## config.mk

```make
export PLATFORM = sky130hd
export DESIGN_NAME = rom_fetch
export DESIGN_NICKNAME = d
export VERILOG_FILES = /design/src/rtl/rom_fetch.sv
export SDC_FILE = /design/constraint.sdc
export NUM_CORES = 1
export LEC_CHECK = 0
export CAP_MARGIN = 15
export CELL_PAD_IN_SITES_DETAIL_PLACEMENT = 1
export CELL_PAD_IN_SITES_GLOBAL_PLACEMENT = 1
export CORE_ASPECT_RATIO = 1.25
export CORE_UTILIZATION = 50
export DETAILED_ROUTE_END_ITERATION = 8
export DONT_BUFFER_PORTS = 1
export GPL_TIMING_DRIVEN = 0
export MAX_ROUTING_LAYER = met4
export PLACE_DENSITY_LB_ADDON = 0.2
export SLEW_MARGIN = 5
export SYNTH_ARGS = -nofsm -noshare
export SYNTH_HDL_FRONTEND = slang
export SYNTH_SLANG_ARGS = --single-unit
```

## constraint.sdc

```tcl
create_clock -name clk -period 4 [get_ports clk]
set_input_delay 0.6 -clock clk [delete_from_list [all_inputs] [get_ports clk]]
set_output_delay 0.6 -clock clk [all_outputs]
set_load 0.01 [all_outputs]
```

## src/rtl/rom_fetch.sv

```systemverilog
// rtl/rom_fetch.sv - instruction fetch sequencer from 16-bit synchronous ROM to core
//
// Fetches two consecutive halfwords from a one-cycle-latency program ROM,
// pairs them little-endian into a 32-bit instruction and offers it to the
// core over a valid/ready handshake. A redirect restarts fetch at a new PC.
//
// Ports:
//   clk          in   system clock, all state on rising edge
//   reset        in   asynchronous active-high reset
//   rom_addr     out  halfword address to the ROM (combinational from state/pc)
//   rom_q        in   ROM read data, valid one cycle after rom_addr is sampled
//   redirect     in   load redirect_pc and restart fetch (highest priority)
//   redirect_pc  in   new byte PC; low two bits forced to zero
//   instr        out  assembled instruction {hi_half, lo_half}
//   instr_pc     out  byte PC of instr
//   instr_valid  out  instr/instr_pc valid
//   instr_ready  in   core accepts instr when instr_valid && instr_ready
module rom_fetch #(
    parameter int                  ADDR_WIDTH = 14,
    parameter logic [ADDR_WIDTH:0] RESET_PC   = '0
) (
    input  logic                  clk,
    input  logic                  reset,
    output logic [ADDR_WIDTH-1:0] rom_addr,
    input  logic [15:0]           rom_q,
    input  logic                  redirect,
    input  logic [ADDR_WIDTH:0]   redirect_pc,
    output logic [31:0]           instr,
    output logic [ADDR_WIDTH:0]   instr_pc,
    output logic                  instr_valid,
    input  logic                  instr_ready
);

    localparam logic [1:0] S_LO    = 2'd0;
    localparam logic [1:0] S_HI    = 2'd1;
    localparam logic [1:0] S_CAP   = 2'd2;
    localparam logic [1:0] S_VALID = 2'd3;

    localparam logic [ADDR_WIDTH:0] PC_ALIGN_MASK = ~(ADDR_WIDTH+1)'(3);
    localparam logic [ADDR_WIDTH:0] PC_STEP       = (ADDR_WIDTH+1)'(4);

    logic [1:0]            state_q, state_d;
    logic [ADDR_WIDTH:0]   pc_q, pc_d;
    logic [15:0]           lo_q, lo_d;
    logic [31:0]           instr_q, instr_d;
    logic [ADDR_WIDTH:0]   instr_pc_q, instr_pc_d;
    logic                  instr_valid_q, instr_valid_d;

    // pc is always word aligned, so hw[0] is 0 and hw+1 is just hw with bit 0 set.
    logic [ADDR_WIDTH-1:0] hw;
    assign hw = pc_q[ADDR_WIDTH:1];

    always_comb begin
        rom_addr = hw;
        case (state_q)
            S_LO:    rom_addr = hw;
            S_HI:    rom_addr = {hw[ADDR_WIDTH-1:1], 1'b1};
            S_CAP:   rom_addr = {hw[ADDR_WIDTH-1:1], 1'b1};
            // Prefetch address of the next instruction; wraps with the PC.
            S_VALID: rom_addr = hw + ADDR_WIDTH'(2);
            default: rom_addr = hw;
        endcase
    end

    always_comb begin
        state_d       = state_q;
        pc_d          = pc_q;
        lo_d          = lo_q;
        instr_d       = instr_q;
        instr_pc_d    = instr_pc_q;
        instr_valid_d = instr_valid_q;

        if (redirect) begin
            // Discards any in-flight halfword and any offered instruction.
            pc_d          = redirect_pc & PC_ALIGN_MASK;
            instr_valid_d = 1'b0;
            state_d       = S_LO;
        end else begin
            case (state_q)
                S_LO: begin
                    state_d = S_HI;
                end
                S_HI: begin
                    lo_d    = rom_q;
                    state_d = S_CAP;
                end
                S_CAP: begin
                    instr_d       = {rom_q, lo_q};
                    instr_pc_d    = pc_q;
                    instr_valid_d = 1'b1;
                    state_d       = S_VALID;
                end
                S_VALID: begin
                    if (instr_ready) begin
                        instr_valid_d = 1'b0;
                        pc_d          = pc_q + PC_STEP;
                        state_d       = S_LO;
                    end
                end
                default: begin
                    state_d = S_LO;
                end
            endcase
        end
    end

    always_ff @(posedge clk or posedge reset) begin
        if (reset) begin
            state_q       <= S_LO;
            pc_q          <= RESET_PC & PC_ALIGN_MASK;
            lo_q          <= '0;
            instr_q       <= '0;
            instr_pc_q    <= '0;
            instr_valid_q <= 1'b0;
        end else begin
            state_q       <= state_d;
            pc_q          <= pc_d;
            lo_q          <= lo_d;
            instr_q       <= instr_d;
            instr_pc_q    <= instr_pc_d;
            instr_valid_q <= instr_valid_d;
        end
    end

    assign instr       = instr_q;
    assign instr_pc    = instr_pc_q;
    assign instr_valid = instr_valid_q;

endmodule

```

* Yosys cells after proc, flatten, opt, wreduce, memory -nomap -nowiden
Cells that the tools add are included.
** Storage, ports and cells
- Output and inout port bits :: 62
- Word-level logic and storage cells :: 32
- Bits in registers :: 81
- Bits of input ports :: 35
** Operators by class
- Reductions and logical operators :: 9
- Bitwise gates (word level) :: 1
- Add/subtract/negate cells :: 2
- Mux-type cells :: 10
- Equal/unequal tests :: 4
** Operators by type and width (number)
- 15-bit 2-to-1 mux :: 3
- 14-bit one-hot mux with 3 select lines :: 1
- 15-bit by 3-bit adder with 15-bit output (second input constant) :: 1
- 14-bit by 2-bit adder with 14-bit output (second input constant) :: 1
- 2-bit one-hot mux with 4 select lines :: 1
- 2-bit AND reduction :: 4
- 2-bit == test (second input constant) :: 2
- 2-bit 2-to-1 mux :: 2
- 2-bit nonzero test :: 2
- 3-bit inequality test (second input constant) :: 1
- 3-bit nonzero test :: 1
- 2-bit by 1-bit == test with 1-bit output (second input constant) :: 1
- 2-bit zero test :: 1
- 1-bit 2-to-1 mux :: 2
- 1-bit one-hot mux with 2 select lines :: 1
- 2-bit OR reduction :: 1
- 1-bit NOT :: 1

* Logic depth before layout (Yosys ltp)
Gate-level depths: netlist of the first run.
- Depth after elaboration :: 4
- Gate-level depth with buffers :: 7
- Depth with buffers taken out :: 6

* Worst setup path before layout of the first run
No wires, ideal clock.
- Kind :: register to output
- Start :: register state_q[0]
- End :: output rom_addr[13]
- Required time :: 3400 ps
- Buffers on the path :: 1
- Path slack :: 1664 ps
- Cell stages (with the launch flop) :: 7
- Data arrival time :: 1736 ps
- Cell sequence :: dfrtp_1 inv_1 ha_1 or2_2 clkbuf_1 o311ai_0 o31ai_1
** On the way
- Word-level cells in the longest chain between the ends :: 3
- Elaborated cells on any way between the ends :: 6
- Classes of those cells :: 3 x eq/ne; 1 x mux; 2 x reduce/logical
** Ends and longest elaborated chain
- from (decl) :: RTL line 42 : logic [1:0] state_q, state_d;
- from (signal assigned) :: RTL line 116 : state_q <= state_d;
- 2-bit == test or 2-bit by 1-bit == test with 1-bit output (tied branches) :: RTL line 55 : case (state_q)
- 2-bit OR reduction (no line)
- 14-bit one-hot mux with 3 select lines (*) :: RTL line 55
- to (decl) :: RTL line 24 : output logic [ADDR_WIDTH-1:0] rom_addr,
Mark *: on every way between the ends. The rest lies on a longest branch, timed or not.

* Final worst setup path of the first run
Same ends and word-level chain as after synthesis.

==> results_tabular.tex, run 1 <==
\begin{tabular}{lr}
\hline
Metric & Value \\
\hline
\multicolumn{2}{l}{\textbf{Synth}} \\
Sequential cell area fraction in the yosys report & 55.0\% \\
Post-synthesis xor/xnor area fraction & under 10\% \\
Synth Area per Inst & 12.1 µm² \\
Syn Std Cell Area & roughly 3500 µm² \\
Adder and majority gate portion of the synthesized area & under 10\% \\
Synth Area in Compound Gates & 6.82\% \\
Fraction of registers with async set or reset after synthesis & between 90\% and 100\% \\
Post-synthesis share of cell area spent on and, or, nand and nor gates & approximately a tenth \\
Leading register cell type out of synthesis & dfrtp\_1 \\
Largest family of logic cells by synthesized area & multiplexers \\
Post-synthesis sequential element count & 77 \\
Post-synthesis cell count & 290 \\
Total number of yosys warnings & 0 \\
Post-synthesis cell type count & 35 \\
EDFF count, synth & 0 \\
Portion of netlist area occupied by mux cells & slightly above 20\% \\
\multicolumn{2}{l}{\textbf{Global routing}} \\
Largest net degree at the start of global routing & between 40 and 50 \\
GRT met3 Usage & approximately 7.3\% \\
Most utilized layer in the global route result & met2 \\
Global-route track usage on met1 & around a quarter \\
Remaining global-route overflow & 0 \\
Antenna violations before repair & 0 \\
Met2 GRT Util & 43.2\% \\
Global-route wire length before repair & $\sim$13,000 µm \\
Via count of the first global-routing pass & about 2.5k \\
GRT Util Overall & approximately a quarter \\
\multicolumn{2}{l}{\textbf{Clock network}} \\
Worst-path clk slew & 80 ps \\
CTS tree & done \\
Post-CTS setup buffer count & 0 \\
Number of sinks driven by the clock tree & between 70 and 80 \\
CTS hold repair buffers & 0 \\
Maximum level of the CTS H-tree & 3 \\
Number of resized instances in the post-cts repair step & 0 \\
CTS max path bufs & 2 \\
Clk\_lat worst skew & about 350 ps \\
CTS Buf Count & 9 \\
Root buf cell & clkbuf\_8 \\
\multicolumn{2}{l}{\textbf{Worst setup path}} \\
Critical Path Sink Type & output pin \\
CP top delay family & compound AO/OA/AOI/OAI gates \\
Kind of start point of the critical path & register \\
WP data arrival & 2400 ps \\
Worst-path cell chain & inv\_1 > ha\_1 > or2\_2 > clkbuf\_1 > o311ai\_0 > o31ai\_1 \\
Number of buffer and inverter stages on the critical path & 2 \\
Biggest cell delay along the critical path & a little over 400 ps \\
Crit Path Category & reg -> out \\
Largest fanout on the critical path & 9 \\
Cell with the largest stage delay on the worst path & ha\_1 \\
Data required time at the worst endpoint & roughly 3400 ps \\
\multicolumn{2}{l}{\textbf{Pwr}} \\
Power density relative to cell area & 737 nW/µm² \\
Clock network power share & a little under a quarter \\
Switching share of total power & 35.0\% \\
Leakage & $\sim$1.6 nW \\
Combinational share of power & 25.6\% \\
Internal power of the cells & 0.00185 W \\
Sequential group share of total power & $\sim$51\% \\
NetSw & roughly 0.001 W \\
Peak ir drop on the vdd network & 0.000297 V \\
\multicolumn{2}{l}{\textbf{Outcome}} \\
Outcome & finished clean \\
\multicolumn{2}{l}{\textbf{STA}} \\
Minimum setup slack in the final design & approximately 1000 ps \\
Worst slew margin relative to its limit & between 60\% and 70\% \\
Clk\_skew & slightly below 7 ps \\
Pin slew with the least headroom to its limit & between 500 and 600 ps \\
Number of endpoints with negative hold slack in the final report & 0 \\
Time the worst path needs with I/O delays and setup & around 3000 ps \\
Maximum operating frequency & 333 MHz \\
Setup repair after global routing missed its margin & false \\
Slew Viols, Final & 0 \\
Part of the cycle the worst path needs & between 70\% and 80\% \\
Sum of negative setup slack & 0 ps \\
Finish-stage setup viols & 0 \\
\multicolumn{2}{l}{\textbf{Flow run}} \\
Number of maximum-capacitance violations & 0 \\
\multicolumn{2}{l}{\textbf{Floorplanning}} \\
Horizontal die dimension & between 70 and 80 µm \\
Die Span Y & roughly 96 µm \\
Core region area & $\sim$6600 µm² \\
Initial cell density of the core & a little over half \\
\# IOs & 97 \\
Die outline area & roughly 7300 µm² \\
Row Count & 33 \\
\multicolumn{2}{l}{\textbf{Routing}} \\
Starting DRC count in detailed routing & 51 \\
First-pass detailed-route iteration total & 4 \\
DRT Wirelength & 8040 µm \\
Total via count in the routed design & around 2.3k \\
Final routed wire length divided by cell count & slightly above 20 µm \\
DRC violation count after routing & 0 \\
Post-route antenna net violation count & 0 \\
Via density per instance & between 5 and 6 \\
\multicolumn{2}{l}{\textbf{Place}} \\
Final weighted congestion of routability-driven global placement & 0.802 \\
Setup slack after placement & roughly 1400 ps \\
DP Wirelength & roughly 5800 µm \\
Buffers added on ports & 0 \\
\multicolumn{2}{l}{\textbf{Finish}} \\
Fraction of final layout cells with drive strength greater than 1 & between 30\% and 40\% \\
Area growth from synthesis to layout & 10.4\% \\
Antenna Cells & 0 \\
Nets@finish & 344 \\
\multicolumn{2}{l}{\textbf{Worst hold path}} \\
Worst hold path type & in -> async \\
\hline
\end{tabular}
per-stage QoR:
| stage | util [%] | hold WS [ps] | instances | instance area, µm² | total power (W) |
|---|---|---|---|---|---|
| after floorplan | - | 475 | 291 | 3510 | 0.00199 |
| after detailed placement | 54.8 | 493 | 379 | 3640 | 0.00222 |
| after global routing | 58.2 | 129 | 395 | 3870 | 0.00302 |
| after global placement | 54.4 | 481 | 378 | 3610 | 0.00213 |
| final | 58.2 | 112 | 395 | 3870 | 0.00285 |
| after CTS | 58.2 | 110 | 395 | 3870 | 0.00289 |
layout by cell type (no fill, tap or decap), types with 2 or more instances in the layout:
cell	netlist	layout
mux2_2	61	61
o21ai_0	22	22
buf_2	8	8
nor2b_1	4	4
nor4_1	4	4
or2_2	2	2
nor3_1	7	7
xor2_1	3	3
clkinvlp_4	0	2
nand2_1	23	23
nand2b_1	2	2
conb_1	1	2
dfrtp_1	77	77
nand4_1	2	2
nand3_1	6	6
o311ai_0	2	2
xnor2_1	9	9
inv_1	7	6
buf_4	2	2
ha_1	6	6
a211oi_1	2	2
bufinv_16	0	2
mux2i_1	2	2
a21oi_1	6	6
o22ai_1	2	2
a31oi_1	2	2
clkbuf_1	9	10
o31ai_1	2	2
clkbuf_8	0	9
nor2_1	7	7
or3_1	3	3
kinds of logic after synthesis:
family,count (synthesis)
AO/OA/AOI/OAI,41
XOR/XNOR,12
adder cells (fa/ha/maj),6
buffers and inverters,27
flip-flops,77
multiplexers,63
other,1
AND/OR/NAND/NOR,63
area by class of cell:
type | count | area, µm²
fillers | 675 | 2780
flip-flops and latches | 77 | 1930
multi-input cells | 187 | 1460
clock buffers | 10 | 128
well taps | 87 | 109
clock inverters | 6 | 95.1
plain buffers | 20 | 92.6
inverters | 7 | 28.8
repair buffers | 1 | 27.5
power groups by stage:
stage	clock network (W)	logic (W)	registers (W)
3_3_place_gp	0	0.000690	0.00144
3_5_place_dp	0	0.000739	0.00148
2_1_floorplan	0	0.000600	0.00139
4_1_cts	0.000673	0.000747	0.00147
5_1_grt	0.000701	0.000811	0.00151
6_report	0.000659	0.000730	0.00146
state kept, by name (all words and copies together), names as in the netlist:
signal	flops
state_q	2
pc_q	13
instr	32
instr_valid	1
lo_q	16
instr_pc	13
routing by layer:
layer | vias up | part of all wire, %
li1 | 1033 | -
met1 | 1146 | 39
met2 | 70 | 54
met3 | 9 | 6.4
met4 | 0 | 1.3
met5 | - | 0
final timing paths:
| path | start | to | slack (ps) | depth (start not counted) |
|---|---|---|---|---|
| hold / removal | reset | instr_pc[8] | 110 | 1 |
| min in group clk | redirect_pc[8] | pc_q[8] | 370 | 2 |
| setup / recovery | state_q[0] | rom_addr[13] | 1000 | 6 |
| setup reg to reg | state_q[0] | instr[10] | 1850 | 6 |
| max in group asynchronous | reset | pc_q[13] | 3330 | 2 |
| hold reg to reg | lo_q[13] | instr[13] | 510 | 1 |
synth_stat cells, drive strengths merged, types with 3 or more instances:
library cell	n	area, µm²
dfrtp	77	1930
mux2	61	687
nand2	23	86.3
o21ai	22	110
buf	11	58.8
clkbuf	9	33.8
xnor2	9	78.8
inv	7	26.3
nor2	7	26.3
nor3	7	35.0
a21oi	6	30.0
ha	6	75.1
nand3	6	30.0
nand4	4	46.3
nor2b	4	25.0
nor4	4	25.0
or3	3	18.8
xor2	3	26.3
No activity file was read; power rests on OpenSTA's default activity.
==> run 2: changes to the inputs <==
CORE_UTILIZATION = 49   (was 50)
clock period = 2.93 ns   (was 4 ns; I/O delays follow)
==> results_tabular.tex, run 2 (synthesized netlist as in run 1, its figures left out) <==
\begin{tabular}{lr}
\hline
Metric & Value \\
\hline
\multicolumn{2}{l}{\textbf{Outcome}} \\
Outcome & finished clean \\
\multicolumn{2}{l}{\textbf{STA}} \\
Setup repair after global routing missed its margin & false \\
Part of the cycle the worst path needs & a little over nine tenths \\
Finish-stage setup viols & 0 \\
Clk\_skew & slightly above 10 ps \\
Maximum operating frequency & $\sim$360 MHz \\
Worst slew margin relative to its limit & 61.7\% \\
Pin slew with the least headroom to its limit & $\sim$570 ps \\
Time the worst path needs with I/O delays and setup & roughly 2800 ps \\
Number of endpoints with negative hold slack in the final report & 0 \\
Slew Viols, Final & 0 \\
\multicolumn{2}{l}{\textbf{Clock network}} \\
Number of sinks driven by the clock tree & 77 \\
Post-CTS setup buffer count & 0 \\
Worst-path clk slew & $\sim$80 ps \\
Maximum level of the CTS H-tree & 3 \\
CTS tree & done \\
Root buf cell & clkbuf\_8 \\
Clk\_lat worst skew & 350 ps \\
CTS Buf Count & 9 \\
CTS max path bufs & 2 \\
\multicolumn{2}{l}{\textbf{Finish}} \\
Nets@finish & roughly 350 \\
Number of fillers in the final layout & around 720 \\
Count of non-filler cells in the finished layout & between 300 and 400 \\
Multi-input combinational cell area & approximately 1500 µm² \\
Max FFs per register & 32 \\
Antenna Cells & 0 \\
Most used cells in the layout excluding fill and tap cells & dfrtp\_1 (77), mux2\_2 (61), nand2\_1 (23) \\
Footprint of the flip-flops and latches & 1930 µm² \\
Area growth from synthesis to layout & 12.0\% \\
Commonest non-fill, non-tap cell in the layout & dfrtp\_1 \\
Fraction of final layout cells with drive strength greater than 1 & 31.2\% \\
\multicolumn{2}{l}{\textbf{Global routing}} \\
Global-route wire length before repair & roughly 13,000 µm \\
Via count of the first global-routing pass & 2,430 \\
Remaining global-route overflow & 0 \\
Largest net degree at the start of global routing & 49 \\
GRT Util Overall & 23.2\% \\
Antenna violations before repair & 0 \\
\multicolumn{2}{l}{\textbf{Floorplanning}} \\
Horizontal die dimension & $\sim$78 µm \\
Die outline area & around 7500 µm² \\
Row Count & 34 \\
Die Span Y & around 97 µm \\
Core region area & about 7000 µm² \\
Initial cell density of the core & between 50 and 60\% \\
\# IOs & 97 \\
\multicolumn{2}{l}{\textbf{Pwr}} \\
Clock network power share & 24.8\% \\
Sequential group share of total power & about half \\
Combinational share of power & between 20 and 30\% \\
Power density relative to cell area & between 1000 and 1500 nW/µm² \\
Switching share of total power & between 30 and 40\% \\
NetSw & approximately 0.0013 W \\
Internal power of the cells & 0.00264 W \\
Pwr Total & 0.00396 W \\
Leakage & 1.64 nW \\
Peak ir drop on the vdd network & approximately 0.00040 V \\
\multicolumn{2}{l}{\textbf{Flow run}} \\
Number of maximum-capacitance violations & 0 \\
\multicolumn{2}{l}{\textbf{Routing}} \\
DRT Wirelength & about 7800 µm \\
Final routed wire length divided by cell count & roughly 20 µm \\
Starting DRC count in detailed routing & slightly above 100 \\
Via density per instance & around 5.7 \\
Post-route antenna net violation count & 0 \\
DRC violation count after routing & 0 \\
Total via count in the routed design & about 2.3k \\
First-pass detailed-route iteration total & 4 \\
\multicolumn{2}{l}{\textbf{Worst hold path}} \\
Beginning of the worst hold path & redirect\_pc[9] \\
Cell count of the worst hold path & 2 \\
Worst hold path type & in -> reg \\
Capture endpoint of the worst hold path & pc\_q[9] \\
\multicolumn{2}{l}{\textbf{Worst setup path}} \\
Kind of start point of the critical path & register \\
Crit Path Category & reg -> out \\
Reg2Reg Setup Slack & $\sim$760 ps \\
Reg-to-reg critical path endpoint & instr\_pc[8] \\
WP data arrival & 2310 ps \\
Data required time at the worst endpoint & between 2000 and 2500 ps \\
Cell with the largest stage delay on the worst path & dfrtp\_1 \\
Depth of the worst register-to-register path & 6 \\
Biggest cell delay along the critical path & just under 400 ps \\
Largest fanout on the critical path & 9 \\
Worst-path cell chain & inv\_1 > ha\_1 > or2\_2 > clkbuf\_1 > o311ai\_1 > o31ai\_2 \\
Startpoint of the worst-slack reg-to-reg timing path & state\_q[0] \\
Critical Path Sink Type & output pin \\
\multicolumn{2}{l}{\textbf{Place}} \\
Final weighted congestion of routability-driven global placement & 0.741 \\
Buffers added on ports & 0 \\
DP Wirelength & approximately 5600 µm \\
Instance count after placement with tap cells included & 382 \\
\hline
\end{tabular}
-- run 2: worst max path at each step --
stage | startpoint | endpoint | slack, ps
floorplan | reset | instr[0] | 520
global placement | reset | instr[4] | -260
detailed placement | state_q[0] | rom_addr[13] | 480
CTS | state_q[0] | rom_addr[13] | 80
global route | state_q[0] | rom_addr[13] | 40
finish | state_q[0] | rom_addr[11] | 180
-- run 2: metal layers --
layer	global-route usage, %	part of all wire [%]
met5	-	0
met4	10.8	1.8
met3	4.88	5.9
met2	39.3	51
met1	26.5	41
-- run 2: timing repair --
item	CTS	global route
resized for setup	0	5
endpoints found under the hold margin	29	0
hold buffers	1	0
endpoints found under the setup margin	0	2
-- run 2: per-stage QoR --
stage / hold slack (ps) / setup TNS [ps] / area, µm² / worst slack, ps / utilization [%]
floorplan: 475 / 0 / 3510 / 524 / -
global placement: 480 / -19740 / 3620 / -259 / 52.2
detailed placement: 336 / 0 / 3650 / 485 / 52.6
CTS: 201 / 0 / 3900 / 81.2 / 56.3
global route: 215 / 0 / 3920 / 39.4 / 56.6
finish: 212 / 0 / 3920 / 176 / 56.6
-- run 2: power groups by stage --
stage / Combinational (W) / Sequential, W / Clock [W]
after floorplan: 0.000819 / 0.00190 / 0
after global placement: 0.000940 / 0.00197 / 0
after detailed placement: 0.000994 / 0.00201 / 0
after CTS: 0.00101 / 0.00199 / 0.00101
after global routing: 0.00112 / 0.00205 / 0.00105
final: 0.00100 / 0.00198 / 0.000982
-- run 2: worst max-delay path: cells and delay by family (launching register included) --
family	cells	cell delay [ps]
AOI/OAI and AO/OA	2	520
adders and majority gates	1	390
buffers and inverters	2	340
DFF	1	390
and+or+nand+nor	1	320
-- run 2: cell type report --
class,instances,share of cell area [%]
clock buffers,10,3.51
flip-flops and latches,77,49.1
repair buffers,2,0.957
multi-input cells,187,37.7
plain buffers,20,2.36
well taps,90,2.87
inverters,7,0.734
clock inverters,5,2.74
==> run 3: changes to the inputs <==
SETUP_SLACK_MARGIN = 0.3   (was default)
==> results_tabular.tex, run 3 (synthesized netlist as in run 1, its figures left out) <==
\begin{tabular}{lr}
\hline
Metric & Value \\
\hline
\multicolumn{2}{l}{\textbf{Outcome}} \\
Outcome & finished clean \\
\multicolumn{2}{l}{\textbf{Routing}} \\
Total via count in the routed design & 2,297 \\
Starting DRC count in detailed routing & slightly above 80 \\
DRT Wirelength & $\sim$7900 µm \\
DRC violation count after routing & 0 \\
Post-route antenna net violation count & 0 \\
Final routed wire length divided by cell count & 19.9 µm \\
Via density per instance & 5.77 \\
First-pass detailed-route iteration total & 4 \\
\multicolumn{2}{l}{\textbf{Finish}} \\
Max FFs per register & 32 \\
Most used cells in the layout excluding fill and tap cells & dfrtp\_1 (75), mux2\_2 (61), nand2\_1 (23) \\
Nets@finish & 345 \\
Final Cell Area & 3990 µm² \\
Commonest non-fill, non-tap cell in the layout & dfrtp\_1 \\
Antenna Cells & 0 \\
Count of non-filler cells in the finished layout & a little under 400 \\
Fraction of final layout cells with drive strength greater than 1 & about a third \\
Number of fillers in the final layout & approximately 710 \\
Area growth from synthesis to layout & 13.8\% \\
Finished Core Util & $\sim$57\% \\
\multicolumn{2}{l}{\textbf{Place}} \\
DP Wirelength & roughly 5600 µm \\
Buffers added on ports & 0 \\
Final weighted congestion of routability-driven global placement & between 0.7 and 0.8 \\
Cell area reported after detailed placement & between 3000 and 4000 µm² \\
Instance count after placement with tap cells included & between 300 and 400 \\
Setup slack after placement & 485 ps \\
\multicolumn{2}{l}{\textbf{Floorplanning}} \\
\# IOs & 97 \\
Die Span Y & just under 100 µm \\
Die outline area & between 7000 and 8000 µm² \\
Horizontal die dimension & roughly 78 µm \\
Initial cell density of the core & roughly 50\% \\
Core region area & 6930 µm² \\
Row Count & 34 \\
\multicolumn{2}{l}{\textbf{Worst setup path}} \\
Largest fanout on the critical path & 9 \\
Cell with the largest stage delay on the worst path & dfrtp\_1 \\
Number of buffer and inverter stages on the critical path & 2 \\
Data required time at the worst endpoint & roughly 2500 ps \\
Critical Path Sink Type & output pin \\
Kind of start point of the critical path & register \\
WP data arrival & between 2000 and 2500 ps \\
Biggest cell delay along the critical path & roughly 420 ps \\
Crit Path Category & reg -> out \\
Worst-path cell chain & inv\_2 > ha\_2 > or2\_2 > buf\_4 > o311ai\_4 > o31ai\_4 \\
CP top delay family & compound AO/OA/AOI/OAI gates \\
\multicolumn{2}{l}{\textbf{STA}} \\
Maximum operating frequency & between 300 and 400 MHz \\
Finish-stage setup viols & 0 \\
Hold WS & 207 ps \\
Clk\_skew & about 12 ps \\
Setup repair after global routing missed its margin & true \\
Worst slew margin relative to its limit & 60.3\% \\
Number of endpoints with negative hold slack in the final report & 0 \\
Time the worst path needs with I/O delays and setup & 2550 ps \\
Slew Viols, Final & 0 \\
Part of the cycle the worst path needs & approximately 87\% \\
Pin slew with the least headroom to its limit & 596 ps \\
Minimum setup slack in the final design & between 300 and 400 ps \\
\multicolumn{2}{l}{\textbf{Global routing}} \\
Via count of the first global-routing pass & approximately 2.5k \\
Largest net degree at the start of global routing & between 40 and 50 \\
Remaining global-route overflow & 0 \\
GRT Util Overall & between 20\% and 30\% \\
Antenna violations before repair & 0 \\
Global-route wire length before repair & approximately 13,000 µm \\
\multicolumn{2}{l}{\textbf{Flow run}} \\
Number of maximum-capacitance violations & 0 \\
\multicolumn{2}{l}{\textbf{Clock network}} \\
Root buf cell & clkbuf\_8 \\
Number of sinks driven by the clock tree & 77 \\
CTS tree & done \\
Post-CTS setup buffer count & 0 \\
CTS max path bufs & 2 \\
Maximum level of the CTS H-tree & 3 \\
CTS Buf Count & 9 \\
Worst-path clk slew & about 80 ps \\
Clk\_lat worst skew & 360 ps \\
\multicolumn{2}{l}{\textbf{Pwr}} \\
Power density relative to cell area & 1010 nW/µm² \\
Leakage & $\sim$1.7 nW \\
Peak ir drop on the vdd network & 0.000403 V \\
\multicolumn{2}{l}{\textbf{Worst hold path}} \\
Worst hold path type & in -> reg \\
\hline
\end{tabular}
## run 3: cell types whose count changed in the layout (fill, tap and decap cells not counted), sizes merged
cell / before / now
buf: 12 / 14
clkbuf: 19 / 17
## run 3: power breakdown
part / internal [W] / switching, W
Sequential: 0.00152 / 0.000463
Clock: 0.000589 / 0.000399
Combinational: 0.000561 / 0.000496
Total: 0.00267 / 0.00136
## run 3: final timing paths
check,depth (start not counted),slack [ps],to,from
min reg2reg,1,510,lo_q[5],lo_q[5]
max,6,380,rom_addr[13],state_q[0]
min,2,210,pc_q[2],redirect_pc[2]
max reg2reg,6,790,instr_pc[8],state_q[0]
min in group asynchronous,2,560,instr_pc[7],reset
max in group asynchronous,3,1810,instr[25],reset
## run 3: what timing repair did
action                     CTS  global route
hold endpoints to repair    29             0
setup endpoints to repair    6             5
resized for setup           17             7
hold buffers                 1             0
pin swaps                    0             1
## run 3: metal layers
metal  up-vias  global-route usage (%)  share of wire [%]
li1       1040                       -                  -
met1      1173                    26.8                 42
met2        72                    40.0                 51
met3        12                    4.69                5.0
met4         0                    10.8                2.0
met5         -                       -                  0
## run 3: cell type report
class	count	area (µm²)	share of cell area, %
flip-flops and latches	77	1930	48.4
multi-input cells	187	1530	38.5
clock buffers	10	138	3.45
well taps	90	113	2.82
clock inverters	5	108	2.70
plain buffers	20	98.8	2.48
repair buffers	2	37.5	0.942
inverters	7	28.8	0.722
## run 3: through the flow
| stage | power [W] | setup TNS [ps] |
|---|---|---|
| after global routing | 0.00427 | 0 |
| after CTS | 0.00407 | 0 |
| after global placement | 0.00291 | -19740 |
| after floorplan | 0.00272 | 0 |
| final | 0.00403 | 0 |
| after detailed placement | 0.00300 | 0 |
